`config.mk`:
```
export PLATFORM = sky130hd
export DESIGN_NAME = lcd_text_driver
export DESIGN_NICKNAME = d
export VERILOG_FILES = /design/src/rtl/lcd_pkg.sv /design/src/rtl/lcd_tick_gen.sv /design/src/rtl/lcd_text_driver.sv
export SDC_FILE = /design/constraint.sdc
export NUM_CORES = 1
export LEC_CHECK = 0
export CAP_MARGIN = 5
export CORE_ASPECT_RATIO = 0.8
export CORE_MARGIN = 3
export CORE_UTILIZATION = 30
export CTS_CLUSTER_DIAMETER = 40
export DETAILED_ROUTE_END_ITERATION = 10
export PLACE_DENSITY = 0.52
export SKIP_LAST_GASP = 1
export SLEW_MARGIN = 20
export SYNTH_ARGS = -nofsm -noshare
export SYNTH_HDL_FRONTEND = slang
export SYNTH_HIERARCHICAL = 1
export SYNTH_SLANG_ARGS = --single-unit
```
`constraint.sdc`:
```
create_clock -name clk -period 6.52 [get_ports clk]
set_clock_uncertainty 0.15 [all_clocks]
set_input_delay 1.304 -clock clk [delete_from_list [all_inputs] [get_ports clk]]
set_output_delay 1.304 -clock clk [all_outputs]
set_load 0.02 [all_outputs]
```
`src/rtl/lcd_pkg.sv`:
```
// rtl/lcd_pkg.sv - shared encodings and LCD command constants for lcd_text_driver
package lcd_pkg;

    typedef enum logic [2:0] {
        ST_POR,
        ST_INIT,
        ST_CLR_WAIT,
        ST_ADDR1,
        ST_LINE1,
        ST_ADDR2,
        ST_LINE2
    } state_t;

    typedef enum logic [1:0] {
        PH_ADDR,
        PH_SETUP,
        PH_PULSE,
        PH_HOLD
    } phase_t;

    localparam logic [7:0] LCD_FUNC_SET = 8'h38;
    localparam logic [7:0] LCD_DISP_ON  = 8'h0C;
    localparam logic [7:0] LCD_ENTRY    = 8'h06;
    localparam logic [7:0] LCD_CLEAR    = 8'h01;
    localparam logic [7:0] LCD_LINE1    = 8'h80;
    localparam logic [7:0] LCD_LINE2    = 8'hC0;

    localparam int INIT_CMDS = 5;

    // Function set is sent twice so the controller latches 8-bit mode reliably.
    function automatic logic [7:0] init_cmd(input logic [2:0] step);
        case (step)
            3'd0, 3'd1: return LCD_FUNC_SET;
            3'd2:       return LCD_DISP_ON;
            3'd3:       return LCD_ENTRY;
            default:    return LCD_CLEAR;
        endcase
    endfunction

endpackage

```
`src/rtl/lcd_tick_gen.sv`:
```
// rtl/lcd_tick_gen.sv - free-running divider producing one-clk phase ticks
module lcd_tick_gen #(
    parameter int TICK_DIV = 5000
) (
    input  logic clk,
    input  logic rst,
    output logic tick
);

    localparam int W = (TICK_DIV > 1) ? $clog2(TICK_DIV) : 1;

    logic [W-1:0] count;

    assign tick = (count == W'(TICK_DIV - 1));

    always_ff @(posedge clk or negedge rst) begin
        if (!rst) begin
            count <= '0;
        end else if (tick) begin
            count <= '0;
        end else begin
            count <= count + 1'b1;
        end
    end

endmodule

```
`src/rtl/lcd_text_driver.sv`:
```
// rtl/lcd_text_driver.sv - HD44780 2x16 write-only driver refreshing 32 cells from the text formatter
module lcd_text_driver
    import lcd_pkg::*;
#(
    parameter int TICK_DIV    = 5000,
    parameter int POR_TICKS   = 200,
    parameter int CLEAR_TICKS = 20
) (
    input  logic       clk,
    input  logic       rst,
    input  logic [7:0] char_in,
    output logic [4:0] index,
    output logic       lcd_e,
    output logic       lcd_rs,
    output logic       lcd_rw,
    output logic [7:0] lcd_data,
    output logic       init_done,
    output logic       frame_done
);

    logic        tick;
    state_t      state, state_n;
    phase_t      phase, phase_n;
    logic [15:0] cnt, cnt_n;
    logic [4:0]  index_n;
    logic        e_n, rs_n, init_done_n, frame_done_n;
    logic [7:0]  data_n;
    logic [7:0]  cmd;
    logic        is_data;

    lcd_tick_gen #(.TICK_DIV(TICK_DIV)) u_tick (
        .clk  (clk),
        .rst  (rst),
        .tick (tick)
    );

    always_ff @(posedge clk or negedge rst) begin
        if (!rst) begin
            state      <= ST_POR;
            phase      <= PH_ADDR;
            cnt        <= '0;
            index      <= '0;
            lcd_e      <= 1'b0;
            lcd_rs     <= 1'b0;
            lcd_rw     <= 1'b0;
            lcd_data   <= 8'h00;
            init_done  <= 1'b0;
            frame_done <= 1'b0;
        end else begin
            state      <= state_n;
            phase      <= phase_n;
            cnt        <= cnt_n;
            index      <= index_n;
            lcd_e      <= e_n;
            lcd_rs     <= rs_n;
            lcd_rw     <= 1'b0;
            lcd_data   <= data_n;
            init_done  <= init_done_n;
            frame_done <= frame_done_n;
        end
    end

    always_comb begin
        state_n      = state;
        phase_n      = phase;
        cnt_n        = cnt;
        index_n      = index;
        e_n          = lcd_e;
        rs_n         = lcd_rs;
        data_n       = lcd_data;
        init_done_n  = init_done;
        frame_done_n = 1'b0;
        is_data      = (state == ST_LINE1) || (state == ST_LINE2);

        case (state)
            ST_INIT:  cmd = init_cmd(cnt[2:0]);
            ST_ADDR2: cmd = LCD_LINE2;
            default:  cmd = LCD_LINE1;
        endcase

        if (tick) begin
            case (state)
                ST_POR: begin
                    if (cnt == 16'(POR_TICKS - 1)) begin
                        state_n = ST_INIT;
                        phase_n = PH_ADDR;
                        cnt_n   = '0;
                    end else begin
                        cnt_n = cnt + 16'd1;
                    end
                end
                ST_CLR_WAIT: begin
                    if (cnt == 16'(CLEAR_TICKS - 1)) begin
                        state_n     = ST_ADDR1;
                        phase_n     = PH_ADDR;
                        cnt_n       = '0;
                        init_done_n = 1'b1;
                    end else begin
                        cnt_n = cnt + 16'd1;
                    end
                end
                default: begin
                    case (phase)
                        PH_ADDR: begin
                            // The only clk on which char_in is sampled; index has been stable for a full tick.
                            phase_n = PH_SETUP;
                            data_n  = is_data ? char_in : cmd;
                            rs_n    = is_data;
                        end
                        PH_SETUP: begin
                            phase_n = PH_PULSE;
                            e_n     = 1'b1;
                        end
                        PH_PULSE: begin
                            phase_n = PH_HOLD;
                            e_n     = 1'b0;
                        end
                        default: begin
                            phase_n = PH_ADDR;
                            case (state)
                                ST_INIT: begin
                                    if (cnt == 16'(INIT_CMDS - 1)) begin
                                        state_n = ST_CLR_WAIT;
                                        cnt_n   = '0;
                                    end else begin
                                        cnt_n = cnt + 16'd1;
                                    end
                                end
                                ST_ADDR1: begin
                                    state_n = ST_LINE1;
                                    index_n = 5'd0;
                                end
                                ST_LINE1: begin
                                    if (index == 5'd15) begin
                                        state_n = ST_ADDR2;
                                    end else begin
                                        index_n = index + 5'd1;
                                    end
                                end
                                ST_ADDR2: begin
                                    state_n = ST_LINE2;
                                    index_n = 5'd16;
                                end
                                default: begin
                                    if (index == 5'd31) begin
                                        state_n      = ST_ADDR1;
                                        frame_done_n = 1'b1;
                                    end else begin
                                        index_n = index + 5'd1;
                                    end
                                end
                            endcase
                        end
                    endcase
                end
            endcase
        end
    end

endmodule

```
Yosys cells after proc, flatten, opt, wreduce, memory -nomap -nowiden
Index checks and enable logic that the tools add are counted.

storage, ports and cells
  register bits after elaboration = 51
  input bits = 10
  output and inout port bits = 18

cells by class
  equal/unequal tests = 24
  muxes and demuxes = 31
  reductions and logical operators = 18
  $add $sub $neg = 3
  bitwise logic cells = 3

operator list
  kind                   number
  $mux 16                5
  $pmux 16 s2            1
  $pmux 5 s4             1
  $mux 3                 6
  $pmux 6 s3             1
  $add 16x1->16 const B  1
  $eq 16x3->1 const B    1
  $eq 16x5->1 const B    1
  $eq 16x8->1 const B    1
  $pmux 8 s2             1
  $reduce_and 3->1       5
  $add 13x1->13 const B  1
  $eq 13x13->1 const B   1
  $mux 13                1
  $eq 3x2->1 const B     4
  $pmux 3 s4             1
  $mux 5                 2
  $eq 3x3->1 const B     3
  $mux 8                 1
  $ne 4x2->1 const B     2
  $reduce_and 7->1       1
  $reduce_bool 7->1      1
  $eq 3x1->1 const B     2
  $logic_not 3->1        2
  23 further kinds       33

Logic depth before layout (Yosys ltp)
  depth after elaboration = 6
  mapped depth = 9
  mapped depth without buffers = 8

By module
The synthesis kept the hierarchy.

modules (own cells, without submodules)
  module           seq. area each (um^2)  instances  area each (um^2)  cells each
  lcd_text_driver  950.9                  1          2109.5            229
  lcd_tick_gen     325.3                  1          608.1             54

Least setup slack after synthesis
No wires, ideal clock.

  kind = reg-to-reg
  start point = reg u_tick.count[6]
  end point = reg cnt[7]
  data required time = 6.292 ns
  period minus slack after synthesis = 2.988 ns
  path slack = 3.532 ns
  arrival time = 2.760 ns
  cell stages (with the launch flop) = 8
  setup time = 0.078 ns
  cells stage by stage = dfrtp_1 > or4b_4 > nor4_4 > nand2b_1 > a2111oi_1 > nand3_1 > xor2_1 > a21oi_1

on the way
  longest elaborated chain between the ends = 2

ends and longest elaborated chain
  what                               RTL line               RTL
  from (decl)                        lcd_tick_gen.sv:12     logic [W-1:0] count;
  from (signal assigned)             lcd_tick_gen.sv:22     count <= count + 1'b1;
  $eq 13x13->1                       lcd_tick_gen.sv:14     assign tick = (count == W'(TICK_DIV - 1));
  via tick                           lcd_text_driver.sv:21  logic tick;
  $reduce_and 3->1 (no source line)  --
  to (signal assigned)               lcd_text_driver.sv:52  cnt <= cnt_n;
  to (decl)                          lcd_text_driver.sv:24  logic [15:0] cnt, cnt_n;

The timed path passes the listed nets, and every way through them passes these cells.
A chain may end at the register's enable or synchronous reset.

Worst setup path in the final report
  start point = reg u_tick.count[0]
  end point = reg cnt[12]

The elaborated chain is that of the path after synthesis.

==> qor.yml <==
synth_seq_cells: 51
leakage_uw: 0.00138
crit_arrival_ns: 3.40
ir_drop_uv: 90.7
synth_edf_count: 0
grt_usage_pct: 12.7
synth_nets: 305
cts_inserted_buffers: 5
grt_setup_unrepaired: "no"
fin_crit_ns: 3.38
post-synth-top-area-cell: "dfrtp_1"
placementRows: 30
yosysSeqAreaShare_pct: 47.0
crit_end: "cnt[12]"
async_flop_share_pct: 100
synth_top_area_share_pct: 47.0
post-route-drc-count: 0
grt_overflow: 0
rrSetupSlack_ns: 3.14
cp.required_ns: 6.55
crit_path_start_kind: "flip-flop"
regToRegEndpoint: "cnt[12]"
synthToLayoutAreaGrowth_pct: 20.3
ant_nets: 0
yosys_most_used_dff: "dfrtp_1"
clock_path_buffers: 2
worstSetupPathType: "flip-flop to flip-flop"
clkTransAtPathRegs_ns: 0.07
syn_inst: 283
status: "complete, no violations"
place.gp.congestion: 0.714
grt_max_degree: 52
rr_startpoint: "u_tick/count[0]"
setup_viol: 0
drv_cap: 0
worst_slew_pin_slew_ns: 0.820
timing.final.hold_violations: 0
viasPerCell: 5.17
grt_pass1_wl_mm: 10.6
drt_iter0_markers: 117
dp.cells: 415
post_cts_resized: 0
fin_cells: 423
h-tree-depth: 2
grt_pass1_vias: 2069
end_kind: "flip-flop"
antenna_found_initial: 0
cts_setup_buffers: 0
clock-sinks: 51
diodes: 0
clk_latency_ns: 0.29
relSlewSlack_pct: 45.2
root_buffer: "clkbuf_16"
cts_tree: "built"
port_buffers: 26
fmax_ghz: 0.296
core_area_um2: 8630
dieWidth_um: 112
die-area_um2: 10200
p_per_area_nw_per_um2: 193
crit_start: "u_tick/count[0]"
fin_crit_sh_pct: 51.8
hold_path.class: "flip-flop to flip-flop"
worst-path-max-fanout: 14
io_pins: 28
netlist_top_cells_area: "dfrtp_1 (47%), ha_1 (5.5%), a21oi_1 (4.8%)"
whs_ns: 0.325
yosysWarnings: 6
drive_above_1_share_pct: 5.14
r2r_cells: 8
syn_area_um2: 2720
final_max_slew_viol_count: 0
synthMostInstantiatedCell: "dfrtp_1"
synth.distinct_cells: 45
finalNetCount: 332
dp.final_hpwl_mm: 4.42
via_count: 2188
die_h_um: 91.1
avgSynthCellArea_um2: 9.60
min_path_cells: 1
wl_per_cell_um: 14.7
hold_buffers: 0
yosys-top-cells-count: "dfrtp_1 (51), a21oi_1 (26), nand2_1 (24)"
initial_core_util_pct: 31.5
first_pass_iters: 4
tns_ns: 0
wirelength_mm: 6.20
[layout by cell type (no fill, tap or decap), types with 4 or more instances in the layout]
| master | n |
|---|---|
| nor2_1 | 18 |
| clkbuf_16 | 5 |
| inv_1 | 13 |
| ha_1 | 12 |
| nand2_1 | 24 |
| o31ai_1 | 8 |
| a21oi_1 | 26 |
| o21ai_0 | 18 |
| dfrtp_1 | 51 |
| and3_1 | 6 |
| nor3_1 | 7 |
| xnor2_1 | 8 |
| clkdlybuf4s50_1 | 25 |
| xor2_1 | 11 |
| nand2b_1 | 4 |
| nand3_1 | 14 |
| nand4_1 | 8 |
| or4_1 | 6 |
[worst min path at each step]
stage               startpoint      end  slack (ns)
floorplan              cnt[15]  cnt[15]        0.29
global placement       cnt[15]  cnt[15]        0.31
finish                 cnt[15]  cnt[15]        0.32
global route           cnt[15]  cnt[15]        0.36
CTS                    cnt[15]  cnt[15]        0.33
detailed placement     cnt[15]  cnt[15]        0.32
[through the flow]
step | instance area, µm² | setup slack (ns) | total power [µW] | utilization [%]
2_1_floorplan | 2720 | 3.53 | 324 | -
3_3_place_gp | 3090 | 3.02 | 336 | 35.8
3_5_place_dp | 3090 | 3.00 | 335 | 35.8
4_1_cts | 3260 | 2.97 | 637 | 37.8
5_1_grt | 3270 | 2.79 | 653 | 37.9
6_report | 3270 | 3.14 | 630 | 37.9
[flip-flops by register name (all words and copies together) (netlist names), 2 cells and up]
register / count
cnt: 16
index: 5
lcd_data: 8
phase: 2
state: 3
u_tick/count: 13
[where the power goes]
group / internal, µW / switching (µW) / leakage (µW)
Combinational: 5.04 / 7.33 / 0.000619
Clock: 181 / 120 / 0.0000838
Sequential: 316 / 0 / 0.000672
Total: 502 / 127 / 0.00138
[routing by layer]
layer | vias to the layer above | GRT usage (%) | share of wire [%]
met4 | 0 | 3.90 | 1.2
met2 | 46 | 16.6 | 38
met1 | 1055 | 19.8 | 56
met3 | 7 | 3.73 | 5.1
met5 | - | 0 | 0
li1 | 1080 | - | -
[area by class of cell]
cell class	count	area [µm²]
Multi-Input combinational cell	210	1360
Clock buffer	5	125
Inverter	14	52.6
Fill cell	876	5370
Timing Repair Buffer	28	270
Clock inverter	3	43.8
Tap cell	112	140
Sequential cell	51	1280
[critical path: stages (launching register included)]
cell and delay (ns):
dfrtp_1 0.40, ha_1 0.27, nand3_1 0.24, nor4_4 0.70, nand2b_1 0.26, a2111oi_1 0.71, and3_1 0.29, nand3_1 0.10
xnor2_1 0.14
[logic make-up after synthesis]
group	share of synthesized area, %
AO/OA/AOI/OAI	15.6
XOR/XNOR	6.12
adder cells (fa/ha/maj)	5.52
buffers and inverters	3.22
flip-flops	47.0
multiplexers	0.368
other	0.138
AND/OR/NAND/NOR	22.1
(Power assumes the default switching activity.)
